<file path="config.mk">
export PLATFORM = sky130hd
export DESIGN_NAME = video_timing_gen
export DESIGN_NICKNAME = d
export VERILOG_FILES = /design/src/rtl/video_timing_gen.sv
export SDC_FILE = /design/constraint.sdc
export NUM_CORES = 1
export LEC_CHECK = 0
export ABC_AREA = 1
export CAP_MARGIN = 20
export CORE_AREA = 4 4 73 75
export DETAILED_ROUTE_END_ITERATION = 10
export DIE_AREA = 0 0 77 79
export PLACE_DENSITY = 0.85
export SLEW_MARGIN = 10
export SYNTH_ARGS = -nofsm -noshare
export SYNTH_HDL_FRONTEND = slang
export SYNTH_SLANG_ARGS = --single-unit
</file>
<file path="constraint.sdc">
create_clock -name clk -period 4.5 [get_ports clk]
set_clock_uncertainty 0.2 [all_clocks]
set_input_delay 1.125 -clock clk [delete_from_list [all_inputs] [get_ports clk]]
set_output_delay 1.125 -clock clk [all_outputs]
set_load 0.005 [all_outputs]
</file>
<file path="src/rtl/video_timing_gen.sv">
// Raster timing generator: waits for a stable pixel-clock lock, then emits hsync/vsync/de, coordinates and strobes.
// Optional colour-bar test pattern on rgb when VTG_TEST_PATTERN_EN is defined; otherwise rgb is tied to zero.
module video_timing_gen #(
  parameter int H_ACTIVE  = 640,
  parameter int H_FP      = 16,
  parameter int H_SYNC    = 96,
  parameter int H_BP      = 48,
  parameter int V_ACTIVE  = 480,
  parameter int V_FP      = 10,
  parameter int V_SYNC    = 2,
  parameter int V_BP      = 33,
  parameter bit H_POL     = 1'b0,
  parameter bit V_POL     = 1'b0,
  parameter int LOCK_WAIT = 16,
  parameter int CW        = 12
) (
  input  logic          clk,
  input  logic          rst,
  input  logic          pix_locked,
  output logic          running,
  output logic [CW-1:0] sx,
  output logic [CW-1:0] sy,
  output logic          de,
  output logic          hsync,
  output logic          vsync,
  output logic          line_start,
  output logic          frame_start,
  output logic [23:0]   rgb
);

  localparam int H_TOTAL = H_ACTIVE + H_FP + H_SYNC + H_BP;
  localparam int V_TOTAL = V_ACTIVE + V_FP + V_SYNC + V_BP;

  localparam logic [CW-1:0] H_LAST   = CW'(H_TOTAL - 1);
  localparam logic [CW-1:0] V_LAST   = CW'(V_TOTAL - 1);
  localparam logic [CW-1:0] H_ACT    = CW'(H_ACTIVE);
  localparam logic [CW-1:0] V_ACT    = CW'(V_ACTIVE);
  localparam logic [CW-1:0] HS_BEGIN = CW'(H_ACTIVE + H_FP);
  localparam logic [CW-1:0] HS_END   = CW'(H_ACTIVE + H_FP + H_SYNC);
  localparam logic [CW-1:0] VS_BEGIN = CW'(V_ACTIVE + V_FP);
  localparam logic [CW-1:0] VS_END   = CW'(V_ACTIVE + V_FP + V_SYNC);

  localparam int WW = ($clog2(LOCK_WAIT + 1) < 1) ? 1 : $clog2(LOCK_WAIT + 1);
  localparam logic [WW-1:0] WAIT_DONE = WW'(LOCK_WAIT);

  typedef enum logic [1:0] {
    ST_IDLE = 2'd0,
    ST_WAIT = 2'd1,
    ST_RUN  = 2'd2
  } state_t;

  state_t        state_q, state_d;
  logic [WW-1:0] wait_q, wait_d;
  logic [CW-1:0] sx_q, sx_d;
  logic [CW-1:0] sy_q, sy_d;
  logic          run_q, run_d;
  logic          de_q, de_d;
  logic          hsync_q, hsync_d;
  logic          vsync_q, vsync_d;
  logic          line_start_q, line_start_d;
  logic          frame_start_q, frame_start_d;
  logic [23:0]   rgb_d, rgb_q;

`ifdef VTG_TEST_PATTERN_EN
  localparam int BAR_W = (H_ACTIVE / 8 > 0) ? H_ACTIVE / 8 : 1;
  logic [CW-1:0] bar_quot;
  logic [2:0]    bar_idx;
`endif

  // Next-state and next-position logic; outputs below are derived from the
  // position that will be registered, so they line up with sx/sy.
  always_comb begin
    state_d = state_q;
    wait_d  = wait_q;
    sx_d    = '0;
    sy_d    = '0;
    run_d   = 1'b0;
    unique case (state_q)
      ST_IDLE: begin
        wait_d = '0;
        if (pix_locked) begin
          state_d = ST_WAIT;
          wait_d  = WW'(1);
        end
      end
      ST_WAIT: begin
        if (!pix_locked) begin
          state_d = ST_IDLE;
          wait_d  = '0;
        end else if (wait_q == WAIT_DONE) begin
          state_d = ST_RUN;
          wait_d  = '0;
          run_d   = 1'b1;
        end else begin
          wait_d = wait_q + 1'b1;
        end
      end
      ST_RUN: begin
        if (!pix_locked) begin
          state_d = ST_IDLE;
        end else begin
          run_d = 1'b1;
          if (sx_q == H_LAST) begin
            sx_d = '0;
            sy_d = (sy_q == V_LAST) ? '0 : sy_q + 1'b1;
          end else begin
            sx_d = sx_q + 1'b1;
            sy_d = sy_q;
          end
        end
      end
      default: begin
        state_d = ST_IDLE;
        wait_d  = '0;
      end
    endcase
  end

  always_comb begin
    de_d          = run_d && (sx_d < H_ACT) && (sy_d < V_ACT);
    hsync_d       = (run_d && (sx_d >= HS_BEGIN) && (sx_d < HS_END)) ? H_POL : ~H_POL;
    vsync_d       = (run_d && (sy_d >= VS_BEGIN) && (sy_d < VS_END)) ? V_POL : ~V_POL;
    line_start_d  = run_d && (sx_d == '0);
    frame_start_d = run_d && (sx_d == '0) && (sy_d == '0);
  end

`ifdef VTG_TEST_PATTERN_EN
  // Bars past the eighth (when H_ACTIVE is not a multiple of 8) stay black.
  always_comb begin
    bar_quot = sx_d / CW'(BAR_W);
    bar_idx  = (bar_quot > CW'(7)) ? 3'd7 : bar_quot[2:0];
    rgb_d    = 24'h000000;
    if (de_d) begin
      unique case (bar_idx)
        3'd0: rgb_d = 24'hFFFFFF;
        3'd1: rgb_d = 24'hFFFF00;
        3'd2: rgb_d = 24'h00FFFF;
        3'd3: rgb_d = 24'h00FF00;
        3'd4: rgb_d = 24'hFF00FF;
        3'd5: rgb_d = 24'hFF0000;
        3'd6: rgb_d = 24'h0000FF;
        default: rgb_d = 24'h000000;
      endcase
    end
  end
`else
  always_comb begin
    rgb_d = 24'h000000;
  end
`endif

  always_ff @(posedge clk) begin
    if (rst) begin
      state_q       <= ST_IDLE;
      wait_q        <= '0;
      sx_q          <= '0;
      sy_q          <= '0;
      run_q         <= 1'b0;
      de_q          <= 1'b0;
      hsync_q       <= ~H_POL;
      vsync_q       <= ~V_POL;
      line_start_q  <= 1'b0;
      frame_start_q <= 1'b0;
      rgb_q         <= 24'h000000;
    end else begin
      state_q       <= state_d;
      wait_q        <= wait_d;
      sx_q          <= sx_d;
      sy_q          <= sy_d;
      run_q         <= run_d;
      de_q          <= de_d;
      hsync_q       <= hsync_d;
      vsync_q       <= vsync_d;
      line_start_q  <= line_start_d;
      frame_start_q <= frame_start_d;
      rgb_q         <= rgb_d;
    end
  end

  assign running     = run_q;
  assign sx          = sx_q;
  assign sy          = sy_q;
  assign de          = de_q;
  assign hsync       = hsync_q;
  assign vsync       = vsync_q;
  assign line_start  = line_start_q;
  assign frame_start = frame_start_q;
  assign rgb         = rgb_q;

endmodule

</file>
==> summary.txt, run 1 <==
DRC Markers: 0
critical path class: in2reg
Worst VDD drop: 0.218 mV
clock root buffer: clkbuf_8
post-synthesis mux area share: 0
Hold Vio Cnt, Final: 0
mapped cell area: 0.00252 sq mm
Avg Inst Size Synth: 6.34 sq um
area taken by multi-input logic gates: 0.00145 sq mm
max-cap violation count: 0
worst hold endpoint: wait_q[3]
sequential fraction of the synthesis area: 0.294
Clk Latency, worst-skew pair: 290 ps
CP Cell Sequence: clkdlybuf4s50_1 > nand2_1 > inv_2 > nand2_1 > nand2_4 > nand3_2 > nor2_1 > nand3b_1 > nand2_1 > nand2_1
postcts setup bufs: 0
Post-synth EDFFs: 0
CTS tree: yes
Startpoint Class: input port
critical path fanouts, max: 12
final hold slack: 307 ps
CTS clk-pin slew, worst paths: 70 ps
cell count along the critical path: 10
Routability Congestion: 0.959
gr ovfl total: 0
TritonRoute pass-1 iters: 4
Cells after Synth: 397
LEAKAGE: 0.00136 uW
Hold Crit Start: wait_q[3]
diodes inserted: 0
fraction of synthesized cell area in xor and xnor cells: 0.0104
outcome: complete, no violations
main combinational cell family by area after synthesis: simple AND/OR/NAND/NOR gates
Port-buffer cells: 32
RR Endpoint: vsync
die height: 79 um
Slew Viols, Final: 0
CP top delay family: simple AND/OR/NAND/NOR gates
initial antenna violation count: 0
Crit path top cell by count: nand2_1
cts bufs inserted: 5
count of final setup violators: 0
core area: 0.00466 sq mm
Routed WL per cell: 12.5 um
Setup Slack @ Placement: 1410 ps
Hold Path Stages: 2
Final nets: 442
Async S/R FF share, synth: 0
hold_buf cts: 0
dpl hpwl: 4.63 mm
number of fillers in the final layout: 443
# IOs: 57
max incr delay on CP: 590 ps
WL final: 6.09 mm
Area Growth Syn to Fin: 15.7%
Clock Tree Buf Depth: 2
Synth Area in Simple Gates: 0.447
CTS Sinks: 37
Final ANT Viol Nets: 0
CP Capture Type: flop
H-tree levels: 2
top cells by area, synth: dfxtp_1 (29%), nand2_1 (16%), nor2_1 (9.5%)
Starting Density: 0.540
Buf+Inv Stages, Crit Path: 2
most common cell after layout, fill and taps aside: nand2_1
vias in the first global route: 2340
cell taking the most area after synthesis: dfxtp_1
largest net degree at the start of global routing: 19
gr usage total: 0.202
arrival time of the worst setup path: 2830 ps
chip width: 77 um
Synth Area in Compound Gates: 0.0442
Seq cells post-synth: 37
share of cells above drive strength 1: 0.0671
# rows: 25
First DRT Iteration DRCs: 190
Pwr Density: 284 mW/mm^2
Syn. warnings: 0
most frequent cells in the layout: nand2_1 (110), nor2_1 (64), inv_1 (52)
first-pass GRT wire length: 10.1 mm
DR vias: 2510
Max Fclk: 351 MHz
PostCTS Resize Cnt: 0
reg-to-reg startpoint: sx[0]
CP max-delay cell: clkdlybuf4s50_1
Post-Synth Adder-Cell Area: 0.0398
post-synth cell types: 32
FF-to-FF setup slack: 2170 ps
minimum clock period: 2850 ps
RSZ-0062 raised after global routing: no
HP Class: reg2reg
WP data required: 4490 ps
share of the synthesized area in the top cell type: 0.294
period utilization: 0.632
die area: 0.00608 sq mm
Via density: 5.16
Register Area: 741 sq um
Final Worst Setup Slack: 1650 ps
dominant synthesized flop cell: dfxtp_1
Worst R2R Path Depth: 12
setup TNS: 0 ps
[tightest hold or removal path, stage by stage (launching register included)]
cell and delay (ps):
dfxtp_1 340, nand2_1 60, a21oi_1 50
[cell families after synthesis]
group / Yosys count
simple gates: 246
buf+inv: 83
flops: 37
compound gates: 19
fa+ha+maj: 8
xor+xnor: 3
other cells: 1
[worst max-delay path by stage]
| stage | from | to |
|---|---|---|
| after floorplan | pix_locked | vsync |
| after global placement | pix_locked | frame_start |
| after detailed placement | pix_locked | frame_start |
| after CTS | pix_locked | vsync |
| after global routing | pix_locked | frame_start |
| final | pix_locked | vsync |
[final cells by class]
type                       instances  share of cell area
multi-input combinational        300               0.499
sequential                        37               0.254
timing repair buffer              33               0.113
inverter                          54              0.0696
clock buffer                       6              0.0284
tap                               54              0.0232
clock inverter                     2              0.0129
[metal layers]
metal | track usage | share of wire | up-vias
met3 | 0.0442 | 0.078 | 15
met2 | 0.349 | 0.48 | 104
met1 | 0.245 | 0.43 | 1120
li1 | - | - | 1271
met5 | 0 | 0 | -
met4 | 0.0765 | 0.020 | 0
[where the power goes]
part	switching [uW]	total, uW	leakage [uW]	internal, uW
logic	111	165	0.000999	53.8
clock network	122	302	0.0000574	180
registers	13.2	358	0.000299	345
total	247	826	0.00136	579
[stage by stage]
step                total power, uW  instances  cell area (sq um)  utilization
floorplan                       510        420               2600            -
global placement                523        478               2790        0.599
detailed placement              527        478               2790        0.599
CTS                             830        486               2910        0.625
global route                    871        486               2910        0.625
finish                          826        486               2910        0.625
[cell usage after synthesis, types with 2 or more instances]
| master | n |
|---|---|
| xor2_1 | 2 |
| nor3_1 | 7 |
| dfxtp_1 | 37 |
| nand2_4 | 2 |
| nand4_1 | 14 |
| a21oi_1 | 5 |
| nand2_1 | 110 |
| nand3b_1 | 2 |
| o31ai_1 | 2 |
| clkbuf_1 | 3 |
| o21ai_0 | 8 |
| inv_2 | 2 |
| nand3_1 | 31 |
| nand3_2 | 8 |
| buf_4 | 24 |
| inv_1 | 52 |
| nor2_1 | 64 |
| nor2_2 | 3 |
| ha_1 | 8 |
[sequential cells by signal (all words and copies together), names as in the netlist]
signal,count
de,1
frame_start,1
hsync,1
line_start,1
running,1
state_q,2
sx,12
sy,12
vsync,1
wait_q,5
(Power assumes the default switching activity.)
==> run 2: changes to the inputs <==
--- a/config.mk
+++ b/config.mk
@@ -7,10 +7,10 @@
 export LEC_CHECK = 0
 export ABC_AREA = 1
 export CAP_MARGIN = 20
-export CORE_AREA = 4 4 73 75
+export CORE_AREA = 4 4 79 81
 export DETAILED_ROUTE_END_ITERATION = 10
-export DIE_AREA = 0 0 77 79
-export PLACE_DENSITY = 0.85
+export DIE_AREA = 0 0 83 85
+export PLACE_DENSITY = 0.76
 export SLEW_MARGIN = 10
 export SYNTH_ARGS = -nofsm -noshare
 export SYNTH_HDL_FRONTEND = slang
==> constraint.sdc (replaced) <==
create_clock -name clk -period 2.5 [get_ports clk]
set_clock_uncertainty 0.2 [all_clocks]
set_input_delay 0.625 -clock clk [delete_from_list [all_inputs] [get_ports clk]]
set_output_delay 0.625 -clock clk [all_outputs]
set_load 0.005 [all_outputs]
==> summary.txt, run 2 (same netlist as run 1, synthesis figures left out) <==
outcome: complete, no violations
Final nets: 454 (+2.7%)
initial antenna violation count: 0 (unchanged)
Clock Tree Buf Depth: 2 (unchanged)
H-tree levels: 2 (unchanged)
TritonRoute pass-1 iters: 4 (unchanged)
CTS Sinks: 37 (unchanged)
Routability Congestion: 0.916 (-4.5%)
Via density: 4.93 (-4.5%)
CTS clk-pin slew, worst paths: 80 ps (about the same)
count of final setup violators: 0 (unchanged)
# IOs: 57 (unchanged)
Area Growth Syn to Fin: 20.9%
Tightest Pin Transition: 511 ps
first-pass GRT wire length: 10.4 mm (+3.5%)
max-cap violation count: 0 (unchanged)
CP Capture Point: vsync
RSZ-0062 raised after global routing: no
Startpoint Class: flop
gr ovfl total: 0 (unchanged)
chip width: 83 um (+7.8%)
Worst VDD drop: 0.323 mV (+48%)
most common cell after layout, fill and taps aside: nand2_1
Max Fclk: 446 MHz
WL final: 6.27 mm (+3.0%)
Slew Viols, Final: 0 (unchanged)
dpl hpwl: 4.90 mm (+6.0%)
setup TNS: 0 ps (unchanged)
die area: 0.00706 sq mm (+16%)
Hold Crit Start: wait_q[3]
LEAKAGE: 0.00143 uW (+5.3%)
Critical Path Start: sx[1]
Final ANT Viol Nets: 0 (unchanged)
Hold Vio Cnt, Final: 0 (unchanged)
Pwr Density: 532 mW/mm^2 (+88%)
Routed WL per cell: 12.1 um (-3.0%)
First DRT Iteration DRCs: 170 (-11%)
diodes inserted: 0 (unchanged)
arrival time of the worst setup path: 2240 ps (-590 ps)
critical path fanouts, max: 6 (-6)
reg-to-reg startpoint: sx[1]
critical path class: reg2reg
Port-buffer cells: 32 (unchanged)
clock root buffer: clkbuf_8
CTS tree: yes
most frequent cells in the layout: nand2_1 (110), nor2_1 (63), inv_1 (52)
Clk Latency, worst-skew pair: 290 ps (about the same)
# rows: 27 (+8.0%)
RR Endpoint: vsync
Worst slew margin: 0.658
share of cells above drive strength 1: 0.0946 (+0.0275)
gr usage total: 0.180 (-0.0221)
Starting Density: 0.460 (-0.0801)
HP Class: reg2reg
period utilization: 0.897
core area: 0.00547 sq mm (+17%)
Hold Path Stages: 2 (unchanged)
CP Capture Type: flop
WP data required: 2490 ps (-2000 ps)
FF-to-FF setup slack: 260 ps (-1910 ps)
Core Util, Final: 0.556 (-0.0685)
die height: 85 um (+7.6%)
vias in the first global route: 2354 (+0.60%)
largest net degree at the start of global routing: 14 (-5)
Tot Pwr: 1620 uW (+96%)
hold_buf cts: 0 (unchanged)
cts bufs inserted: 5 (unchanged)
minimum clock period: 2240 ps
DRC Markers: 0 (unchanged)
Worst R2R Path Depth: 12 (unchanged)
DR vias: 2544 (+1.4%)
==> run 2: cell count changes in the layout (fill, tap and decap cells not counted), sizes merged <==
cell	change
clkinvlp	-1
bufinv	+1
buf	+12
clkbuf	-1
inv	+1
==> run 2: layer usage <==
metal	vias to the layer above	global-route usage	routed length, um
met5	-	0	0
met4	0	0.0698	39
met3	4	0.0447	397
met2	83	0.303	3020
met1	1159	0.220	2820
li1	1298	-	-
==> run 2: cell type report <==
| class | count | area, sq um |
|---|---|---|
| clock inverter | 3 | 68.8 |
| clock buffer | 5 | 68.8 |
| timing repair buffer | 45 | 418 |
| tap | 72 | 90.1 |
| sequential | 37 | 741 |
| fill | 536 | 2430 |
| multi-input combinational | 300 | 1460 |
| inverter | 54 | 203 |
==> run 2: critical path: stages (launching register included) <==
cell and delay, ps:
dfxtp_1 400, ha_1 250, nand4_1 340, nor2_2 280
nand4_1 110, nand2_1 80, inv_1 40, nand2_1 90
nand2_1 60, inv_1 60, nand2_1 70, nor2_1 100
nand2_1 60
==> run 2: worst min path at each step <==
| stage | endpoint | slack (ps) |
|---|---|---|
| 2_1_floorplan | wait_q[3] | 270 |
| 3_3_place_gp | wait_q[3] | 290 |
| 3_5_place_dp | wait_q[3] | 300 |
| 4_1_cts | wait_q[3] | 310 |
| 5_1_grt | wait_q[3] | 340 |
| 6_report | wait_q[3] | 310 |
==> run 2: power breakdown <==
group	total [uW]	internal, uW	leakage, uW	switching, uW
Combinational	345	128	0.00106	217
Clock	631	402	0.0000687	230
Sequential	644	621	0.000299	22.8
==> run 2: what timing repair did <==
| action | 4_1_cts | 5_1_grt |
|---|---|---|
| endpoints found under the setup margin | 0 | 1 |
| gates resized for setup | 0 | 1 |
| buffers inserted | 0 | 0 |
==> run 2: through the flow <==
stage / hold slack, ps / setup WS, ps / cell area [sq um] / cells
3_3_place_gp: 293 / 65.0 / 2900 / 508
4_1_cts: 310 / 241 / 3040 / 516
6_report: 311 / 257 / 3040 / 516
2_1_floorplan: 275 / 523 / 2600 / 420
3_5_place_dp: 298 / 51.2 / 2900 / 508
5_1_grt: 340 / 36.4 / 3040 / 516
